$ cat config.mk
export PLATFORM = sky130hd
export DESIGN_NAME = mem_wb_stage_flat
export DESIGN_NICKNAME = d
export VERILOG_FILES = /design/src/rtl/mem_wb_stage_if.sv /design/src/rtl/mem_wb_stage.sv /design/src/flat_wrapper.sv
export SDC_FILE = /design/constraint.sdc
export NUM_CORES = 1
export LEC_CHECK = 0
export CAP_MARGIN = 20
export CORE_MARGIN = 1.5
export CORE_UTILIZATION = 30
export CTS_CLUSTER_SIZE = 25
export DETAILED_ROUTE_END_ITERATION = 8
export SYNTH_ARGS = -nofsm -noshare
export SYNTH_HDL_FRONTEND = slang
export SYNTH_SLANG_ARGS = --single-unit
export TNS_END_PERCENT = 50
$ cat constraint.sdc
create_clock -name clk -period 2.15 [get_ports clk]
set_input_delay 0.215 -clock clk [delete_from_list [all_inputs] [get_ports clk]]
set_output_delay 0.215 -clock clk [all_outputs]
set_load 0.005 [all_outputs]
$ cat src/rtl/mem_wb_stage_if.sv
// MEM/WB stage bus: MEM-side stage inputs, pipeline control and writeback/bypass outputs.
interface mem_wb_stage_if #(
  parameter int unsigned COUNT_W = 32
);
  // Pipeline control
  logic               stall;
  logic               flush;
  // MEM stage results
  logic               in_valid;
  logic               mem_to_reg;
  logic               reg_write;
  logic [31:0]        read_data;
  logic [31:0]        address;
  logic [4:0]         write_back_destination;
  logic [1:0]         load_mode;
  // Register-file write port
  logic               wb_reg_write;
  logic [4:0]         wb_write_register;
  logic [31:0]        wb_write_data;
  // One-cycle bypass copy of the last committed write
  logic               fwd_valid;
  logic [4:0]         fwd_register;
  logic [31:0]        fwd_data;
  // Status
  logic               align_err;
  logic [COUNT_W-1:0] retired_count;

  modport master (
    output stall, flush, in_valid, mem_to_reg, reg_write, read_data, address,
           write_back_destination, load_mode,
    input  wb_reg_write, wb_write_register, wb_write_data, fwd_valid, fwd_register, fwd_data,
           align_err, retired_count
  );

  modport slave (
    input  stall, flush, in_valid, mem_to_reg, reg_write, read_data, address,
           write_back_destination, load_mode,
    output wb_reg_write, wb_write_register, wb_write_data, fwd_valid, fwd_register, fwd_data,
           align_err, retired_count
  );
endinterface

$ cat src/rtl/mem_wb_stage.sv
// MEM/WB pipeline register and writeback stage: load alignment/extension, writeback select,
// register-file write port, one-cycle bypass copy and retired-instruction counter.
module mem_wb_stage #(
  parameter int unsigned COUNT_W = 32
) (
  input logic           clk,
  input logic           rst_n,
  mem_wb_stage_if.slave bus
);

  logic [15:0]        w_half;
  logic [7:0]         w_byte;
  logic [31:0]        w_load_data;
  logic [31:0]        w_wb_data;
  logic               w_align_err;
  logic               w_advance;

  logic               r_wb_valid;
  logic               r_reg_write;
  logic [4:0]         r_dest;
  logic [31:0]        r_data;
  logic               r_align_err;
  logic               r_fwd_valid;
  logic [4:0]         r_fwd_register;
  logic [31:0]        r_fwd_data;
  logic [COUNT_W-1:0] r_retired;

  // Little-endian load alignment and extension; misaligned low address bits are ignored.
  always_comb begin
    w_half = bus.address[1] ? bus.read_data[31:16] : bus.read_data[15:0];
    w_byte = 8'h00;
    unique case (bus.address[1:0])
      2'b00: w_byte = bus.read_data[7:0];
      2'b01: w_byte = bus.read_data[15:8];
      2'b10: w_byte = bus.read_data[23:16];
      2'b11: w_byte = bus.read_data[31:24];
      default: w_byte = 8'h00;
    endcase
    w_load_data = bus.read_data;
    unique case (bus.load_mode)
      2'b00: w_load_data = bus.read_data;
      2'b01: w_load_data = {{16{w_half[15]}}, w_half};
      2'b10: w_load_data = {16'h0000, w_half};
      2'b11: w_load_data = {{24{w_byte[7]}}, w_byte};
      default: w_load_data = bus.read_data;
    endcase
    w_wb_data   = bus.mem_to_reg ? w_load_data : bus.address;
    w_align_err = bus.mem_to_reg & bus.in_valid &
                  (((bus.load_mode == 2'b00) & (bus.address[1:0] != 2'b00)) |
                   (((bus.load_mode == 2'b01) | (bus.load_mode == 2'b10)) & bus.address[0]));
    // Flush overrides stall: the current entry leaves WB and a bubble replaces it.
    w_advance   = bus.flush | ~bus.stall;
  end

  // MEM/WB pipeline register: flush inserts a bubble, stall holds, otherwise capture.
  always_ff @(posedge clk or negedge rst_n) begin
    if (!rst_n) begin
      r_wb_valid  <= 1'b0;
      r_reg_write <= 1'b0;
      r_dest      <= 5'd0;
      r_data      <= 32'd0;
      r_align_err <= 1'b0;
    end else if (bus.flush) begin
      r_wb_valid  <= 1'b0;
      r_reg_write <= 1'b0;
      r_dest      <= 5'd0;
      r_data      <= 32'd0;
      r_align_err <= 1'b0;
    end else if (!bus.stall) begin
      r_wb_valid  <= bus.in_valid;
      r_reg_write <= bus.reg_write;
      r_dest      <= bus.write_back_destination;
      r_data      <= w_wb_data;
      r_align_err <= w_align_err;
    end
  end

  // Bypass copy of the write committed on this edge; cleared while the stage is held.
  always_ff @(posedge clk or negedge rst_n) begin
    if (!rst_n) begin
      r_fwd_valid    <= 1'b0;
      r_fwd_register <= 5'd0;
      r_fwd_data     <= 32'd0;
    end else if (w_advance) begin
      r_fwd_valid    <= bus.wb_reg_write;
      r_fwd_register <= r_dest;
      r_fwd_data     <= r_data;
    end else begin
      r_fwd_valid    <= 1'b0;
    end
  end

  // Retired-instruction counter: a valid entry retires whenever it leaves WB; wraps.
  always_ff @(posedge clk or negedge rst_n) begin
    if (!rst_n) begin
      r_retired <= '0;
    end else if (r_wb_valid && w_advance) begin
      r_retired <= r_retired + COUNT_W'(1);
    end
  end

  // Writes to $0 never reach the register file.
  assign bus.wb_reg_write      = r_wb_valid & r_reg_write & (r_dest != 5'd0);
  assign bus.wb_write_register = r_dest;
  assign bus.wb_write_data     = r_data;
  assign bus.fwd_valid         = r_fwd_valid;
  assign bus.fwd_register      = r_fwd_register;
  assign bus.fwd_data          = r_fwd_data;
  assign bus.align_err         = r_align_err;
  assign bus.retired_count     = r_retired;

endmodule

$ cat src/flat_wrapper.sv
// flat-port wrapper written by rule: the top's interface ports become plain ports
module mem_wb_stage_flat 
#(
  parameter int unsigned COUNT_W = 32
)
  (clk, rst_n, bus_stall, bus_flush, bus_in_valid, bus_mem_to_reg, bus_reg_write, bus_read_data, bus_address, bus_write_back_destination, bus_load_mode, bus_wb_reg_write, bus_wb_write_register, bus_wb_write_data, bus_fwd_valid, bus_fwd_register, bus_fwd_data, bus_align_err, bus_retired_count);
  mem_wb_stage_if #(.COUNT_W(COUNT_W)) bus_i ();
  input logic clk;
  input logic rst_n;
  input wire logic [$bits(bus_i.stall)-1:0] bus_stall;
  input wire logic [$bits(bus_i.flush)-1:0] bus_flush;
  input wire logic [$bits(bus_i.in_valid)-1:0] bus_in_valid;
  input wire logic [$bits(bus_i.mem_to_reg)-1:0] bus_mem_to_reg;
  input wire logic [$bits(bus_i.reg_write)-1:0] bus_reg_write;
  input wire logic [$bits(bus_i.read_data)-1:0] bus_read_data;
  input wire logic [$bits(bus_i.address)-1:0] bus_address;
  input wire logic [$bits(bus_i.write_back_destination)-1:0] bus_write_back_destination;
  input wire logic [$bits(bus_i.load_mode)-1:0] bus_load_mode;
  output wire logic [$bits(bus_i.wb_reg_write)-1:0] bus_wb_reg_write;
  output wire logic [$bits(bus_i.wb_write_register)-1:0] bus_wb_write_register;
  output wire logic [$bits(bus_i.wb_write_data)-1:0] bus_wb_write_data;
  output wire logic [$bits(bus_i.fwd_valid)-1:0] bus_fwd_valid;
  output wire logic [$bits(bus_i.fwd_register)-1:0] bus_fwd_register;
  output wire logic [$bits(bus_i.fwd_data)-1:0] bus_fwd_data;
  output wire logic [$bits(bus_i.align_err)-1:0] bus_align_err;
  output wire logic [$bits(bus_i.retired_count)-1:0] bus_retired_count;
  assign bus_i.stall = bus_stall;
  assign bus_i.flush = bus_flush;
  assign bus_i.in_valid = bus_in_valid;
  assign bus_i.mem_to_reg = bus_mem_to_reg;
  assign bus_i.reg_write = bus_reg_write;
  assign bus_i.read_data = bus_read_data;
  assign bus_i.address = bus_address;
  assign bus_i.write_back_destination = bus_write_back_destination;
  assign bus_i.load_mode = bus_load_mode;
  assign bus_wb_reg_write = bus_i.wb_reg_write;
  assign bus_wb_write_register = bus_i.wb_write_register;
  assign bus_wb_write_data = bus_i.wb_write_data;
  assign bus_fwd_valid = bus_i.fwd_valid;
  assign bus_fwd_register = bus_i.fwd_register;
  assign bus_fwd_data = bus_i.fwd_data;
  assign bus_align_err = bus_i.align_err;
  assign bus_retired_count = bus_i.retired_count;
  mem_wb_stage #(.COUNT_W(COUNT_W)) u_core (.clk(clk), .rst_n(rst_n), .bus(bus_i));
endmodule
==> out/results.tsv, run 1 <==
stage	metric	value	unit
status	status	completed	
route	viasPerCell	5.044	
clocking	root_buffer	clkbuf_16	
floorplanning	io_pins	187	
placed_design	globalplace.congestion	0.8829	
power	ir_worst_vdd	0.3769	mV
power	total_power	5.070	mW
global_routing	grt_pass1_wl	26770	µm
timing	worstMarginPinSlew	632.4	ps
route	vias	4898	
finish	final_cell_mix	clkdlybuf4s50_1 (184), nand2_1 (126), dfrtp_1 (110)	
clocking	insertion_delay	350	ps
run	maxCapViolCount	0	
timing	fin_worst_skew	6.445	ps
setup_path	path_class	in -> reg	
timing	period_minus_slack	1964	ps
setup_path	worstPathRequired	2400	ps
route	drc	0	
synthesis	synth_cell_type_count	51	
finish	layout_commonest_cell	clkdlybuf4s50_1	
power	p_leak	3.535	nW
global_routing	grt_pass1_vias	4870	
clocking	path_clk_slew	80	ps
setup_path	regToRegSetupSlack	300	ps
route	firstDrtPassIters	5	
floorplanning	die_w	135.4	µm
timing	fin_crit_sh	0.9134	
floorplanning	die_area	18320	µm²
timing	clock.fmax	509.2	MHz
global_routing	grt_max_degree	111	
route	wl_per_cell	17.93	µm
global_routing	overflow	0	
floorplanning	rows	48	
clocking	clock_sink_count	110	
synthesis	synthesis.nets	625	
clocking	cts-htree-levels	3	
floorplanning	core_area	17240	µm²
timing	slew_viol_final	0	
timing	relSlewSlack	0.5784	
clocking	cts_max_path_buffers	2	
finish	fillers	1650	
synthesis	synth_edf_count	0	
placed_design	io_buffers	186	
timing	setup_viol	0	
global_routing	grt.total_usage	0.1915	
worst_hold_path	min_path_type	in -> async	
clocking	tritoncts	built	
setup_path	endpoint_kind	flop	
setup_path	critical_path.slowest_cell	a221oi_4	
timing	finalHoldViolCount	0	
setup_path	slowest_delay	490	ps
synthesis	yosys_warnings	0	
finish	nNetsFinal	825	
setup_path	startpoint_type	input port	
finish	drive_gt1_frac	0.08981	
setup_path	timing.rr.start	u_core.bus.retired_count[6]	
setup_path	r2r-end	u_core.bus.retired_count[24]	
floorplanning	start_util	0.3050	
global_routing	antenna_found_initial	0	
synthesis	synthCells	541	
finish	n_antenna_cell	0	
timing	grt_setup_unrepaired	false	
route	antenna_left	0	
clocking	cts_made_buffers	9	
placed_design	placed_cells	950	
route	drt_wl_total	17410	µm
finish	area_delta_synth_final	50.04	%
setup_path	crit_buf_inv	2	
finish	finalNonFillerCells	971	
setup_path	path_cells	clkdlybuf4s50_1, ha_1, nor2b_1, buf_4, a221oi_4, o221ai_1, a32o_1	
synthesis	ys_ff_latch	110	
synthesis	yosysSeqAreaShare	0.5237	
synthesis	ys.flop_type	dfrtp_1	
setup_path	r2r_cells	4	
synthesis	synthArstFlopShare	1.000	
placed_design	dp_hpwl	13030	µm
synthesis	syn_area_per_cell	9.716	µm²
setup_path	cp_max_fo	8	
floorplanning	fp.dieH	135.4	µm
setup_path	critPathArrivalTime	2210	ps
synthesis	syn_area	5256	µm²
power	power_density	642.9	nW/µm²
route	drt-initial-drc-count	321	
setup_path	cpLargestDelayFamily	compound AO/OA/AOI/OAI gates	
-- registers in the layout, indices dropped and copies added (netlist names), 5 cells and up --
signal                        cells
u_core.bus.fwd_data              32
u_core.bus.wb_write_data         32
u_core.bus.retired_count         32
u_core.bus.fwd_register           5
u_core.bus.wb_write_register      5
-- synth_stat cells, types with 5 or more instances --
library cell | n | area [µm²]
nor2_1 | 36 | 135.1
dfrtp_1 | 110 | 2753
clkbuf_1 | 20 | 75.07
a21o_1 | 6 | 45.04
a22oi_1 | 20 | 150.1
a32o_1 | 5 | 50.05
xnor2_1 | 22 | 192.7
inv_1 | 16 | 60.06
o21ai_0 | 26 | 130.1
o221ai_1 | 5 | 43.79
mux2_2 | 7 | 78.83
nand3_1 | 8 | 40.04
and2_1 | 6 | 37.54
mux2i_1 | 13 | 130.1
nand4_1 | 13 | 81.33
a21oi_1 | 17 | 85.08
xor2_1 | 9 | 78.83
buf_2 | 5 | 25.02
nor3_1 | 9 | 45.04
ha_1 | 6 | 75.07
nand2_1 | 126 | 473.0
-- area by class of cell --
class                   instances  area [µm²]  share of cell area
clock buffers                  10       229.0             0.02903
well taps                     225       281.5             0.03570
flip-flops and latches        110        2753              0.3490
multi-input cells             386        2344              0.2972
repair buffers                217        2147              0.2723
clock inverters                 6       68.82            0.008726
inverters                      17       63.81            0.008091
-- metal layers --
layer,vias up,wire length (µm),global-route usage
li1,2286,-,-
met5,-,0,0
met4,0,335,0.05914
met2,184,8168,0.3013
met3,19,1103,0.04452
met1,2409,7806,0.2617
-- per-stage QoR --
stage / setup TNS, ps / utilization / hold slack [ps] / cell area, µm² / setup WS (ps)
CTS: 0 / 0.4561 / 457.4 / 7861 / 6.241
global route: 0 / 0.4575 / 474.2 / 7886 / 84.73
global placement: -491.2 / 0.4378 / 347.8 / 7546 / -80.24
floorplan: 0 / - / -80.59 / 5256 / 459.6
detailed placement: -902.0 / 0.4378 / 357.0 / 7546 / -144.3
finish: 0 / 0.4575 / 448.0 / 7886 / 186.1
-- worst max path at each step --
stage,from,to,slack [ps],cells after the start
CTS,u_core.bus.wb_write_register[0],bus_wb_reg_write,6,3
global route,bus_load_mode[0],u_core.bus.wb_write_data[11],80,7
floorplan,bus_address[1],u_core.bus.wb_write_data[10],460,5
detailed placement,bus_load_mode[0],u_core.bus.wb_write_data[11],-140,7
global placement,bus_load_mode[0],u_core.bus.wb_write_data[11],-80,7
finish,bus_load_mode[0],u_core.bus.wb_write_data[11],190,7
-- worst min-delay path, stage by stage --
cell and delay, ps:
dlygate4sd3_1 520, buf_4 110, buf_12 410
-- where the power goes --
| group | leakage, nW | switching, mW | total, mW | internal [mW] |
|---|---|---|---|---|
| clock | 0.143 | 0.793 | 1.71 | 0.914 |
| combinational | 1.92 | 0.417 | 0.989 | 0.573 |
| sequential | 1.47 | 0.153 | 2.37 | 2.22 |
| total | 3.54 | 1.36 | 5.07 | 3.71 |
-- what timing repair did --
action | in CTS | in global routing
hold endpoints to repair | 110 | 0
gates resized for setup | 0 | 1
hold buffers | 1 | 0
buffers inserted | 1 | 3
setup endpoints to repair | 1 | 1
-- cells by family (layout without fill, tap and decap cells) --
family                     count (synthesis)  after routing  synth area share
AOI/OAI and AO/OA                        103            103            0.1383
xor gates and xnor gates                  31             31           0.05165
adders and majority gates                  6              6           0.01428
buffers and inverters                     45            250           0.03332
DFF                                      110            110            0.5237
muxes                                     20             20           0.03975
and+or+nand+nor                          226            226            0.1990
Note: power is estimated with default switching activity, not from simulation.
==> inputs of run 2 (changes only) <==
- MAX_ROUTING_LAYER: unset -> met4
==> run 2 against run 1 <==
Net effect: critical path depth fell by 4; flip-flop and latch count unchanged; fmax fell by 6.4%; via count shrank 1.3%; largest cell class unchanged; highest routed layer unchanged.
==> out/results.tsv, run 2 (same netlist as run 1, synthesis figures left out) <==
stage	metric	value	unit	change
timing	slew_viol_final	0		unchanged
setup_path	crit_start	u_core.bus.wb_write_register[1]		
power	ir_worst_vdd	0.4497	mV	+19%
global_routing	antenna_found_initial	0		unchanged
floorplanning	rows	48		unchanged
global_routing	grt_pass1_wl	26390	µm	-1.4%
worst_hold_path	hold_start	bus_write_back_destination[3]		
route	drt-initial-drc-count	264		-18%
finish	drive_gt1_frac	0.08871		-0.001103
clocking	cts_made_buffers	9		unchanged
setup_path	cp_max_fo	2		-6
clocking	insertion_delay	360	ps	about the same
finish	area_delta_synth_final	50.35	%	
clocking	tritoncts	built		
floorplanning	start_util	0.3050		unchanged
setup_path	worstPathRequired	1930	ps	-470 ps
floorplanning	io_pins	187		unchanged
finish	finalNonFillerCells	969		-0.21%
timing	fin_crit_sh	0.9756		+0.06214
timing	whs	464.2	ps	+16.27 ps
timing	clock.fmax	476.8	MHz	-6.4%
finish	layout_commonest_cell	clkdlybuf4s50_1		
timing	setup_viol	0		unchanged
placed_design	io_buffers	186		unchanged
setup_path	timing.rr.start	u_core.bus.retired_count[5]		
placed_design	globalplace.congestion	0.8898		+0.78%
placed_design	placed_cells	950		unchanged
floorplanning	die_area	18320	µm²	unchanged
worst_hold_path	min_path_type	in -> reg		
setup_path	startpoint_type	flop		
timing	worstMarginPinSlew	589.2	ps	-43.21 ps
clocking	path_clk_slew	80	ps	about the same
setup_path	critical_path.slowest_cell	clkdlybuf4s50_1		
timing	period_minus_slack	2097	ps	+133.6 ps
finish	nNetsFinal	823		-0.24%
power	power_density	659.6	nW/µm²	+2.6%
run	maxCapViolCount	0		unchanged
setup_path	endpoint_kind	primary output		
status	status	completed		
placed_design	dpl_cell_area	7546	µm²	unchanged
finish	utilization	0.4585		+0.0009440
global_routing	grt.total_usage	0.1929		+0.001414
route	vias	4836		-1.3%
route	firstDrtPassIters	4		-1
clocking	cts-htree-levels	3		unchanged
route	viasPerCell	4.991		-1.1%
route	drc	0		unchanged
setup_path	slowest_delay	470	ps	-20 ps
timing	fin_worst_skew	9.916	ps	+3.470 ps
clocking	root_buffer	clkbuf_16		
power	total_power	5.212	mW	+2.8%
timing	grt_setup_unrepaired	false		
setup_path	path_cells	or3_1, o311a_1, clkdlybuf4s50_1		
floorplanning	core_area	17240	µm²	unchanged
finish	n_antenna_cell	0		unchanged
global_routing	grt_max_degree	111		unchanged
global_routing	grt_pass1_vias	4818		-1.1%
finish	fillers	1624		-1.6%
clocking	clock_sink_count	110		unchanged
global_routing	overflow	0		unchanged
clocking	cts_max_path_buffers	2		unchanged
setup_path	cpLargestDelayFamily	buffers and inverters		
finish	final_cell_mix	clkdlybuf4s50_1 (185), nand2_1 (126), dfrtp_1 (110)		
placed_design	dp_hpwl	12880	µm	-1.2%
timing	relSlewSlack	0.6072		+0.02881
route	wl_per_cell	17.60	µm	-1.9%
setup_path	crit_buf_inv	1		-1
timing	finalHoldViolCount	0		unchanged
setup_path	path_class	reg -> out		
floorplanning	fp.dieH	135.4	µm	unchanged
route	antenna_left	0		unchanged
finish	fin_area	7903	µm²	+0.21%
route	drt_wl_total	17050	µm	-2.1%
clocking	cts_resized	0		unchanged
setup_path	critPathArrivalTime	1880	ps	-330 ps
floorplanning	die_w	135.4	µm	unchanged
power	p_leak	3.525	nW	-0.28%
[run 2: cell count changes in the layout (fill, tap and decap cells not counted), sizes merged]
cell	change
buf	-2
bufinv	+1
clkbuf	-1
clkdlybuf4s50	+1
clkinv	+1
clkinvlp	-1
dlymetal6s2s	-1
[run 2: per-stage QoR]
| stage | setup TNS, ps | worst slack (ps) |
|---|---|---|
| global route | 0 | 1.605 |
| finish | 0 | 52.51 |
| floorplan | 0 | 459.6 |
| CTS | 0 | 18.02 |
| detailed placement | -872.1 | -135.1 |
| global placement | -512.6 | -83.01 |
[run 2: power breakdown]
part	switching, mW	internal (mW)
logic	0.411	0.569
registers	0.154	2.22
clock network	0.816	1.04
total	1.38	3.83
[run 2: final timing paths]
kind	endpoint	slack (ps)	cells past startpoint
max in group asynchronous	u_core.bus.fwd_data[8]	1230	3
max reg2reg	u_core.bus.retired_count[30]	310	4
min	u_core.bus.wb_write_register[3]	460	3
min reg2reg	u_core.bus.fwd_data[10]	470	2
max	bus_wb_reg_write	50	3
min in group asynchronous	u_core.bus.retired_count[24]	490	3
[run 2: metal layers]
metal	global-route usage	wire length, µm	vias to the layer above
li1	-	-	2289
met1	0.2592	7749	2356
met2	0.2976	7913	171
met3	0.03404	1054	20
met4	0.05914	333	0
met5	-	0	-
[run 2: timing repair]
action,in CTS,in global routing
hold buffers,1,0
setup buffers,1,1
endpoints found under the hold margin,110,0
cloned,0,0
setup endpoints to repair,1,1
[run 2: tightest hold or removal path, delay by kind of cell]
| family | cells | cell delay, ps |
|---|---|---|
| simple gates | 1 | 50 |
| buf+inv | 1 | 390 |
| mux | 1 | 120 |
[run 2: cell type report]
type                       count  area (µm²)  share of cell area
multi-input combinational    386        2344              0.2965
tap                          225       281.5             0.03562
clock inverter                 7       106.4             0.01346
inverter                      17       63.81            0.008075
sequential                   110        2753              0.3483
timing repair buffer         215        2130              0.2695
clock buffer                   9       225.2             0.02850
==> inputs of run 3 (changes only) <==
- PLACE_DENSITY: unset -> 0.64
==> run 3 against run 2 <==
Net effect: global-route usage grew 0.12 points; sequential share of layout area about the same; combinational power grew 0.7%; setup slack improved by 170 ps; wire length shrank 0.98%; worst hold slack worse by 94 ps; critical path type is now in -> reg.
==> out/results.tsv, run 3 (same netlist as run 1, synthesis figures left out) <==
stage	metric	value	unit	change
setup_path	startpoint_type	input port		
setup_path	cp_max_fo	8		+6
setup_path	crit_buf_inv	1		unchanged
setup_path	path_class	in -> reg		
clocking	clock_sink_count	110		unchanged
setup_path	path_cells	clkdlybuf4s50_1, mux2_2, a221oi_4, o221ai_1, a32o_1		
timing	fin_crit_sh	0.8956		-0.08000
timing	worstMarginPinSlew	515.5	ps	-73.73 ps
setup_path	worstPathRequired	2390	ps	+460 ps
power	total_power	5.101	mW	-2.1%
route	firstDrtPassIters	4		unchanged
floorplanning	core_area	17240	µm²	unchanged
floorplanning	die_w	135.4	µm	unchanged
power	ir_worst_vdd	0.3671	mV	-18%
clocking	cts_max_path_buffers	2		unchanged
setup_path	r2r_cells	4		unchanged
timing	tns	0	ps	unchanged
floorplanning	die_area	18320	µm²	unchanged
finish	drive_gt1_frac	0.08993		+0.001223
placed_design	globalplace.congestion	0.9164		+3.0%
clocking	root_buffer	clkbuf_16		
finish	utilization	0.4578		-0.0006540
timing	clock.fmax	519.3	MHz	+8.9%
power	power_density	646.4	nW/µm²	-2.0%
global_routing	antenna_found_initial	0		unchanged
floorplanning	fp.dieH	135.4	µm	unchanged
timing	relSlewSlack	0.6564		+0.04915
route	drc	0		unchanged
global_routing	grt_pass1_vias	4594		-4.6%
setup_path	cpLargestDelayFamily	compound AO/OA/AOI/OAI gates		
finish	layout_commonest_cell	clkdlybuf4s50_1		
timing	slew_viol_final	0		unchanged
setup_path	worst-path-stages	5		+2
setup_path	endpoint_kind	flop		
timing	grt_setup_unrepaired	false		
run	maxCapViolCount	0		unchanged
floorplanning	rows	48		unchanged
clocking	cts-htree-levels	3		unchanged
timing	fin_worst_skew	7.891	ps	-2.025 ps
global_routing	grt_max_degree	68		-39%
finish	fillers	1675		+3.1%
power	p_leak	3.543	nW	+0.51%
clocking	cts_made_buffers	9		unchanged
finish	nNetsFinal	825		+0.24%
worst_hold_path	min_path_type	in -> async		
route	viasPerCell	4.839		-3.0%
timing	period_minus_slack	1925	ps	-172.0 ps
global_routing	grt.total_usage	0.1941		+0.001225
status	status	completed		
floorplanning	io_pins	187		unchanged
clocking	tritoncts	built		
placed_design	io_buffers	186		unchanged
global_routing	overflow	0		unchanged
clocking	path_clk_slew	80	ps	about the same
setup_path	critical_path.slowest_cell	clkdlybuf4s50_1		
timing	setup_viol	0		unchanged
placed_design	dp_hpwl	12800	µm	-0.59%
setup_path	slowest_delay	560	ps	+90 ps
finish	n_antenna_cell	0		unchanged
floorplanning	start_util	0.3050		unchanged
finish	area_delta_synth_final	50.13	%	
finish	final_cell_mix	clkdlybuf4s50_1 (184), nand2_1 (126), dfrtp_1 (110)		
timing	finalHoldViolCount	0		unchanged
route	antenna_left	0		unchanged
setup_path	critPathArrivalTime	2170	ps	+290 ps
clocking	insertion_delay	350	ps	about the same
global_routing	grt_pass1_wl	26340	µm	-0.21%
route	drt-initial-drc-count	275		+4.2%
route	drt_wl_total	16880	µm	-0.98%
route	vias	4694		-2.9%
route	wl_per_cell	17.41	µm	-1.1%
-- run 3: cell types whose count changed in the layout (fill, tap and decap cells not counted) --
cell / before / now
clkdlybuf4s50_1: 185 / 184
bufinv_16: 2 / 1
clkinv_2: 0 / 1
clkinv_4: 3 / 0
inv_6: 1 / 2
dlymetal6s2s_1: 0 / 1
clkbuf_8: 0 / 1
buf_4: 25 / 27
-- run 3: final timing paths --
kind                                                     from                         endpoint  slack (ps)
worst max-delay path                           bus_address[1]      u_core.bus.wb_write_data[8]         220
worst min-delay path                                    rst_n     u_core.bus.retired_count[12]         370
worst max register to register    u_core.bus.retired_count[6]     u_core.bus.retired_count[30]         300
worst min register to register        u_core.bus.fwd_data[16]          u_core.bus.fwd_data[16]         470
max in group asynchronous                               rst_n      u_core.bus.wb_write_data[8]        1140
min in group clk                bus_write_back_destination[3]  u_core.bus.wb_write_register[3]         460
-- run 3: final cells by class --
type	instances	area, µm²	share of cell area
clock buffers	10	239.0	0.03028
clock inverters	5	63.81	0.008086
flip-flops and latches	110	2753	0.3488
multi-input cells	386	2344	0.2970
inverters	17	63.81	0.008086
well taps	225	281.5	0.03567
repair buffers	217	2147	0.2721
-- run 3: report_power, final --
group,internal [mW],switching (mW)
registers,2.22,0.152
clock network,0.945,0.796
logic,0.572,0.415
-- run 3: repair_timing --
action,4_1_cts,5_1_grt
setup endpoints to repair,1,1
gates resized for setup,0,1
buffers inserted,1,3
hold buffers,1,0
hold endpoints to repair,34,0
-- run 3: metal layers --
metal / vias up / wire, µm / GRT usage
met4: 0 / 550 / 0.08005
met2: 155 / 7406 / 0.2755
met3: 30 / 780 / 0.02768
met1: 2227 / 8145 / 0.2769
met5: - / 0 / -
li1: 2282 / - / -
-- run 3: stage by stage --
step                hold WS (ps)  area [µm²]  setup WS [ps]  cells
floorplan                 -80.59        5256          459.6    541
global placement           229.1        7546         -99.17    950
detailed placement         223.3        7546         -126.7    950
CTS                        380.1        7866          13.01    967
global route               410.2        7891          84.28    970
finish                     370.6        7891          224.5    970
